## config.mk

```make
export PLATFORM = sky130hd
export DESIGN_NAME = bist_datapath
export DESIGN_NICKNAME = d
export VERILOG_FILES = /design/src/rtl/bist_pkg.sv /design/src/rtl/bist_misr.sv /design/src/rtl/bist_datapath.sv
export SDC_FILE = /design/constraint.sdc
export NUM_CORES = 1
export LEC_CHECK = 0
export ABC_AREA = 1
export ABC_CLOCK_PERIOD_IN_PS = 1720
export BUFFER_PORTS_ARGS = -buffer_cell sky130_fd_sc_hd__buf_2
export CORE_MARGIN = 1
export CORE_UTILIZATION = 24
export DETAILED_ROUTE_END_ITERATION = 8
export PLACE_DENSITY = 0.43
export SLEW_MARGIN = 10
export SYNTH_ARGS = -nofsm -noshare
export SYNTH_HDL_FRONTEND = slang
export SYNTH_SLANG_ARGS = --single-unit
```

## constraint.sdc

```tcl
create_clock -name clk -period 1.72 [get_ports clk]
set_clock_uncertainty 0.05 [all_clocks]
set_input_delay 0.172 -clock clk [delete_from_list [all_inputs] [get_ports clk]]
set_output_delay 0.172 -clock clk [all_outputs]
set_load 0.02 [all_outputs]
```

## src/rtl/bist_pkg.sv

```systemverilog
// rtl/bist_pkg.sv - shared defaults and controller command layout for the BIST datapath
//
// Contents:
//   BIST_WIDTH / BIST_POLY / BIST_GOLDEN  default parameter values
//   CMD_*_BIT, CMD_W                      bit positions of the controller command word
//   bist_op_e, decode_cmd()               prioritised decode of the command word
package bist_pkg;

    localparam int         BIST_WIDTH  = 4;
    localparam logic [3:0] BIST_POLY   = 4'b0011;
    localparam logic [3:0] BIST_GOLDEN = 4'b0000;

    // Command word as driven by the controller: {reset, preset, en}.
    localparam int CMD_W          = 3;
    localparam int CMD_RESET_BIT  = 2;
    localparam int CMD_PRESET_BIT = 1;
    localparam int CMD_EN_BIT     = 0;

    typedef enum logic [1:0] {
        OP_HOLD   = 2'd0,
        OP_STEP   = 2'd1,
        OP_PRESET = 2'd2,
        OP_CLEAR  = 2'd3
    } bist_op_e;

    // reset beats preset beats en; a command cycle swallows en.
    function automatic bist_op_e decode_cmd(input logic [CMD_W-1:0] cmd);
        if (cmd[CMD_RESET_BIT])
            return OP_CLEAR;
        else if (cmd[CMD_PRESET_BIT])
            return OP_PRESET;
        else if (cmd[CMD_EN_BIT])
            return OP_STEP;
        else
            return OP_HOLD;
    endfunction

endpackage

```

## src/rtl/bist_misr.sv

```systemverilog
// rtl/bist_misr.sv - Galois-form multiple-input signature register
//
// Ports:
//   clk    in   clock, rising edge
//   rst    in   synchronous active-high reset
//   clear  in   clear signature on next edge
//   en     in   compact data into signature on next edge
//   data   in   WIDTH  parallel response word
//   sig    out  WIDTH  current signature (registered)
module bist_misr
    import bist_pkg::*;
#(
    parameter int               WIDTH = BIST_WIDTH,
    parameter logic [WIDTH-1:0] POLY  = BIST_POLY
) (
    input  logic             clk,
    input  logic             rst,
    input  logic             clear,
    input  logic             en,
    input  logic [WIDTH-1:0] data,
    output logic [WIDTH-1:0] sig
);

    logic [WIDTH-1:0] next_sig;

    // Shift left, fold the outgoing MSB back through the taps, then mix in data.
    always_comb begin
        next_sig = {sig[WIDTH-2:0], 1'b0} ^ (sig[WIDTH-1] ? POLY : '0) ^ data;
    end

    always_ff @(posedge clk) begin
        if (rst || clear)
            sig <= '0;
        else if (en)
            sig <= next_sig;
        else
            sig <= sig;
    end

endmodule

```

## src/rtl/bist_datapath.sv

```systemverilog
// rtl/bist_datapath.sv - BIST pattern counter, response MISR and pass/terminal-count flags
//
// Ports:
//   clk       in   clock, rising edge
//   rst       in   synchronous active-high reset
//   reset     in   command: clear counter and MISR
//   preset    in   command: counter to all-ones, clear MISR
//   en        in   command: advance counter and compact cut_resp
//   up_down   in   count direction, 1 = up
//   cut_resp  in   WIDTH  CUT response to the current pattern
//   pattern   out  WIDTH  test pattern (counter register)
//   carry     out  terminal count for the controller
//   is_equal  out  signature equals GOLDEN
//   out       out  serial signature bit (MISR MSB)
module bist_datapath
    import bist_pkg::*;
#(
    parameter int               WIDTH  = BIST_WIDTH,
    parameter logic [WIDTH-1:0] POLY   = BIST_POLY,
    parameter logic [WIDTH-1:0] GOLDEN = BIST_GOLDEN
) (
    input  logic             clk,
    input  logic             rst,
    input  logic             reset,
    input  logic             preset,
    input  logic             en,
    input  logic             up_down,
    input  logic [WIDTH-1:0] cut_resp,
    output logic [WIDTH-1:0] pattern,
    output logic             carry,
    output logic             is_equal,
    output logic             out
);

    localparam logic [WIDTH-1:0] ONE = {{(WIDTH-1){1'b0}}, 1'b1};

    bist_op_e         op;
    logic [WIDTH-1:0] cnt;
    logic [WIDTH-1:0] misr_sig;

    assign op = decode_cmd({reset, preset, en});

    always_ff @(posedge clk) begin
        if (rst) begin
            cnt <= '0;
        end else begin
            case (op)
                OP_CLEAR:  cnt <= '0;
                OP_PRESET: cnt <= '1;
                OP_STEP:   cnt <= up_down ? cnt + ONE : cnt - ONE;
                default:   cnt <= cnt;
            endcase
        end
    end

    // cut_resp is compacted on the same edge the counter leaves the pattern
    // that produced it.
    bist_misr #(
        .WIDTH (WIDTH),
        .POLY  (POLY)
    ) u_misr (
        .clk   (clk),
        .rst   (rst),
        .clear ((op == OP_CLEAR) || (op == OP_PRESET)),
        .en    (op == OP_STEP),
        .data  (cut_resp),
        .sig   (misr_sig)
    );

    assign pattern  = cnt;
    assign out      = misr_sig[WIDTH-1];
    assign is_equal = (misr_sig == GOLDEN);

    // Held low during rst so the controller never sees a terminal count
    // from a counter that is being forced to zero.
    assign carry = en && !rst && (up_down ? (cnt == '1) : (cnt == '0));

endmodule

```

==> key figures, run 1 <==
Layout
  – Final instance count without filler cells: 123
  – N_diodes: 0
  – Final instance area: 697 um2
  – Share of layout cells above drive strength 1: 24.2%
  – Fillers: 264
  – Growth of design area from synthesis to finish: 22.1%
  – Util after Layout: 31.2%
  – Layout net count: 113

Global routing
  – Antenna violations before repair: 0
  – Combined global-route utilization of all metal layers: 11.1%
  – Largest net degree at the start of global routing: 10
  – Overflow left after global routing: 0
  – Via count of the first global-routing pass: 502
  – First-pass GRT wire length: 2110 um

Yosys
  – Ranking of synthesized cells by area: dfxtp_1 (28%), ha_1 (11%), nand2_1 (11%)
  – Count of distinct cell types in the synthesized netlist: 21
  – Xor and xnor area share after synthesis: 9.21%
  – Post-Synthesis Cells: 77
  – Syn nets: 93
  – Sequential share of the synthesized area: 28.1%
  – Largest family of logic cells by synthesized area: simple AND/OR/NAND/NOR gates
  – Cell accounting for the most synthesized area: dfxtp_1
  – Fraction of synthesized cell area taken by the top area cell type: 28.1%
  – Synth Area per Inst: 7.41 um2
  – Synth Register Bits: 8
  – Post-synthesis compound-gate area fraction: 17.8%
  – Post-synthesis instance area: 571 um2
  – Adder and majority cell fraction of the synthesized area: 14.5%
  – Share of synthesized area spent on multiplexers: 0%
  – Yosys warning total: 0
  – Share of synthesized cell area in and, or, nand and nor gates: 20.6%

Worst hold path
  – Worst min-delay path class: in -> reg
  – Hold Path Depth: 2

Timing
  – Number of pins with negative max-slew slack in the final report: 0
  – Slew at the pin closest to its max-slew limit: 0.293 ns
  – Max-slew headroom at the worst pin: 80.5%
  – Period Utilization, post-route: 90.8%
  – Unrepaired setup endpoints after global routing: no
  – Endpoints failing setup: 0
  – Highest achievable clock rate: 0.640 GHz
  – Final count of hold timing violations: 0
  – Shortest period the worst path allows: 1.56 ns
  – Final sum of negative setup slack: 0 ns

Place
  – Weighted congestion reported at the end of routability-driven placement: 0.682
  – Area post-placement: 674 um2
  – Post-Place Cells: 120
  – HPWL reported at the end of detailed placement: 953 um
  – IO buf count: 16

Route
  – Vias: 534
  – Number of detailed-route iterations in the first pass: 4
  – Residual DRC: 0
  – Routed length per placed instance: 9.40 um
  – Antenna viol nets, final: 0
  – Via/cell ratio: 4.34
  – Routed length on met1: 596 um
  – Total wirelength of the detailed-routed design: 1160 um
  – Total length of routed met3 wires: 17 um
  – Routed length on met2: 529 um
  – Highest metal layer used by the detailed router: met4
  – Violation count after the first detailed-route iteration: 10

Status
  – Result of the run: completed

Clock tree
  – Number of buffers created by CTS: 3
  – Worst-path clk slew: 0.06 ns
  – CTS-repair resized insts: 0
  – Largest buffer count on any clock path: 2
  – TritonCTS clock tree: built
  – Count of buffers added by post-CTS timing repair for setup: 0
  – Sinks on the clock net: 8
  – Root Driver: clkbuf_4
  – Later-pin clock latency in the skew report: 0.25 ns
  – Level count of the clock H-tree: 1
  – Total of hold buffers inserted after clock tree synthesis: 0

Setup path
  – FF-to-FF path depth: 6
  – Worst reg2reg setup slack: 0.16 ns
  – Arrival time at the worst endpoint: 1.70 ns
  – Category of the worst setup path capture point: flop
  – Critical Path Source Type: flop
  – CP required: 1.86 ns
  – Classification of the worst setup path: reg -> reg
  – Worst-path fanout max: 6

Die
  – IO Count: 17
  – Die H: 50.8 um
  – Core area: 2230 um2
  – Overall die width: 50.8 um
  – Area of the die: 2580 um2
  – Starting Density: 25.5%
  – Number of standard-cell rows in the floorplan: 17

Flow run
  – Max-Cap Viols: 0

Power and ir drop
  – IR drop worst, VDD: 247 uV
  – Share of total power in sequential cells: 44.7%
  – Part of the total power dissipated in combinational logic: 22.5%
  – Cell internal pwr: 0.313 mW
  – Switching part of the total power: 30.1%
  – Net switching component of the power: 0.135 mW
  – Power density over cell area: 642 nW/um2
  – Clock Power Share: 32.8%
  – Leakage component of the power: 0.324 nW
-- routing by layer --
layer,vias to the layer above,GRT usage (%)
li1,289,-
met2,6,15.3
met4,0,6.94
met3,2,1.82
met1,237,15.6
met5,-,0
-- layout by cell type, fill, tap and decap left out, drive strengths merged --
| cell | instances |
|---|---|
| o21bai | 1 |
| dfxtp | 8 |
| a41oi | 1 |
| clkbuf | 3 |
| ha | 5 |
| inv | 12 |
| nor4 | 2 |
| or2 | 1 |
| a21oi | 8 |
| xor2 | 1 |
| a31oi | 1 |
| xnor2 | 5 |
| nand2 | 16 |
| nor2 | 5 |
| fa | 1 |
| buf | 16 |
| o21ai | 7 |
| nand3 | 2 |
-- area by class of cell --
type                    count  area, um2  share of cell area [%]
clock buffers               3       22.5                    3.23
flip-flops and latches      8        160                    23.0
inverters                  12       45.0                    6.46
well taps                  28       35.0                    5.03
multi-input cells          56        354                    50.8
repair buffers             16       80.1                    11.5
-- synthesized netlist by cell type --
library cell  count
o21ai_0           7
nor4_1            2
xnor2_1           5
nand2_1          16
a21oi_2           1
xor2_1            1
fa_1              1
o21bai_1          1
a41oi_1           1
inv_2             1
inv_1            11
nor2_1            3
ha_1              5
nor2_2            1
a31oi_1           1
buf_6             1
nor2_4            1
dfxtp_1           8
a21oi_1           7
nand3_1           2
or2_1             1
-- worst max-delay path, stage by stage (launching register included) --
cell	delay (ns)
dfxtp_1	0.43
inv_1	0.11
fa_1	0.42
xor2_1	0.17
o21ai_0	0.14
nand2_1	0.07
a21oi_1	0.11
-- flip-flops by register name, summed over array words and instances, names as in the netlist --
register and cells:
pattern 4, u_misr.sig 4
-- power by group through the flow --
stage / clock network, mW / registers [mW] / logic, mW
after CTS: 0.153 / 0.200 / 0.103
after global placement: 0 / 0.204 / 0.103
final: 0.147 / 0.200 / 0.101
after floorplan: 0 / 0.209 / 0.0636
after detailed placement: 0 / 0.204 / 0.102
after global routing: 0.159 / 0.201 / 0.118
-- final timing paths --
kind / from / end
min: rst / pattern[3]$_SDFFE_PP0P_
max: pattern[0]$_SDFFE_PP0P_ / pattern[2]$_SDFFE_PP0P_
max reg2reg: pattern[0]$_SDFFE_PP0P_ / pattern[2]$_SDFFE_PP0P_
min reg2reg: pattern[2]$_SDFFE_PP0P_ / pattern[2]$_SDFFE_PP0P_
-- logic make-up (layout without fill, tap and decap cells) --
family | after synthesis | after routing
simple gates | 26 | 26
compound gates | 18 | 18
buf+inv | 13 | 31
flops | 8 | 8
fa+ha+maj | 6 | 6
xor+xnor | 6 | 6
-- metrics by stage --
| step | setup slack, ns | total power, mW | hold slack, ns |
|---|---|---|---|
| finish | 0.158 | 0.448 | 0.123 |
| global route | 0.0913 | 0.478 | 0.128 |
| CTS | 0.167 | 0.455 | 0.120 |
| detailed placement | 0.189 | 0.307 | 0.392 |
| global placement | 0.175 | 0.307 | 0.399 |
| floorplan | 0.159 | 0.272 | 0.184 |
Power figures use the tool's default switching activity.
==> run 2: changes to the inputs <==
--- a/config.mk
+++ b/config.mk
@@ -11,7 +11,7 @@
 export CORE_MARGIN = 1
 export CORE_UTILIZATION = 24
 export DETAILED_ROUTE_END_ITERATION = 8
-export PLACE_DENSITY = 0.43
+export PLACE_DENSITY = 0.49
 export SLEW_MARGIN = 10
 export SYNTH_ARGS = -nofsm -noshare
 export SYNTH_HDL_FRONTEND = slang
==> run 2 against run 1 <==
Via count up 4.1%; total power up 1.6%; register-to-register slack better by 0.02 ns; utilization unchanged; combinational power about the same; global-route usage up 0.17 points; worst setup slack better by 0.017 ns; clock power up 3%; first-iteration DRC count up 110%; maximum frequency up 1.1%; clock-buffer cell count unchanged; sequential cell count unchanged; largest power group unchanged; highest routed layer unchanged.
==> key figures, run 2 (synthesized netlist as in run 1, its figures left out) <==
Layout
  – Growth of design area from synthesis to finish: 22.1%
  – Final instance area: 697 um2
  – Commonest cells after routing, fill and taps aside: nand2_1 (16), buf_2 (16), inv_1 (11)
  – Layout net count: 113
  – N_diodes: 0
  – Share of layout cells above drive strength 1: 24.2%
  – Final instance count without filler cells: 123

Route
  – Violation count after the first detailed-route iteration: 21
  – Residual DRC: 0
  – Vias: 556
  – Total wirelength of the detailed-routed design: 1240 um
  – Number of detailed-route iterations in the first pass: 4
  – Antenna viol nets, final: 0
  – Routed length per placed instance: 10.1 um
  – Via/cell ratio: 4.52

Timing
  – Highest achievable clock rate: 0.647 GHz
  – Shortest period the worst path allows: 1.54 ns
  – Final count of hold timing violations: 0
  – Slew at the pin closest to its max-slew limit: 0.293 ns
  – Final sum of negative setup slack: 0 ns
  – Period Utilization, post-route: 89.8%
  – Max-slew headroom at the worst pin: 80.5%
  – Endpoints failing setup: 0
  – Number of pins with negative max-slew slack in the final report: 0
  – Smallest setup slack after layout: 0.175 ns
  – Unrepaired setup endpoints after global routing: no

Worst hold path
  – Worst min-delay path class: in -> reg

Global routing
  – Combined global-route utilization of all metal layers: 11.3%
  – First-pass GRT wire length: 2090 um
  – Via count of the first global-routing pass: 501
  – Largest net degree at the start of global routing: 10
  – Antenna violations before repair: 0
  – Overflow left after global routing: 0

Setup path
  – Worst reg2reg setup slack: 0.18 ns
  – Worst-path fanout max: 6
  – Arrival time at the worst endpoint: 1.69 ns
  – Crit path from: pattern[0]$_SDFFE_PP0P_
  – CP endpoint: pattern[2]$_SDFFE_PP0P_
  – Critical Path Source Type: flop
  – CP required: 1.86 ns
  – Classification of the worst setup path: reg -> reg
  – R2r endpoint: pattern[2]$_SDFFE_PP0P_
  – FF-to-FF path depth: 6
  – Worst flop-to-flop path startpoint: pattern[0]$_SDFFE_PP0P_
  – Category of the worst setup path capture point: flop

Power and ir drop
  – Power density over cell area: 652 nW/um2
  – Power consumption: 0.455 mW
  – IR drop worst, VDD: 297 uV
  – Leakage component of the power: 0.324 nW

Place
  – Weighted congestion reported at the end of routability-driven placement: 0.705
  – Worst slack, placed: 0.211 ns
  – Area post-placement: 674 um2
  – HPWL reported at the end of detailed placement: 977 um
  – Post-Place Cells: 120
  – IO buf count: 16

Clock tree
  – CTS-repair resized insts: 0
  – Root Driver: clkbuf_4
  – Number of buffers created by CTS: 3
  – Later-pin clock latency in the skew report: 0.25 ns
  – Largest buffer count on any clock path: 2
  – Total of hold buffers inserted after clock tree synthesis: 0
  – Sinks on the clock net: 8
  – Worst-path clk slew: 0.06 ns
  – Level count of the clock H-tree: 1
  – Count of buffers added by post-CTS timing repair for setup: 0
  – TritonCTS clock tree: built

Die
  – Core area: 2230 um2
  – IO Count: 17
  – Area of the die: 2580 um2
  – Overall die width: 50.8 um
  – Starting Density: 25.5%
  – Die H: 50.8 um
  – Number of standard-cell rows in the floorplan: 17

Status
  – Result of the run: completed

Flow run
  – Max-Cap Viols: 0
## run 2: cell counts in the layout (fill, tap and decap cells not counted)
Identical to the previous run, type by type.
## run 2: layer usage
layer	global-route usage (%)	routed length [um]	up-vias
met4	9.72	45	0
met2	16.7	581	7
met3	1.82	20	4
met5	0	0	-
met1	13.9	593	257
li1	-	-	288
## run 2: cell type report
type	instances	area (um2)
sequential	8	160
clock buffer	3	22.5
timing repair buffer	16	80.1
tap	28	35.0
inverter	12	45.0
fill	259	1540
multi-input combinational	56	354
## run 2: worst min-delay path by stage
stage / start / to / slack [ns] / cells after the start
floorplan: rst / pattern[3]$_SDFFE_PP0P_ / 0.18 / 1
global placement: rst / pattern[3]$_SDFFE_PP0P_ / 0.40 / 2
CTS: rst / pattern[3]$_SDFFE_PP0P_ / 0.12 / 2
global route: rst / pattern[3]$_SDFFE_PP0P_ / 0.13 / 2
detailed placement: rst / pattern[3]$_SDFFE_PP0P_ / 0.40 / 2
finish: rst / pattern[3]$_SDFFE_PP0P_ / 0.13 / 2
## run 2: critical path, stage by stage (launching register included)
cell     delay (ns)
dfxtp_1        0.42
inv_1          0.10
fa_1           0.41
xor2_1         0.17
o21ai_0        0.14
nand2_1        0.07
a21oi_1        0.12
## run 2: where the power goes
group          switching, mW  leakage [nW]  internal, mW
Combinational         0.0621         0.245        0.0416
Clock                 0.0704        0.0138        0.0803
Sequential           0.00844        0.0649         0.192
## run 2: metrics by stage
stage	hold WS [ns]	util [%]
after global placement	0.403	30.2
after global routing	0.131	31.2
after CTS	0.124	31.2
final	0.130	31.2
after detailed placement	0.398	30.2
after floorplan	0.184	-
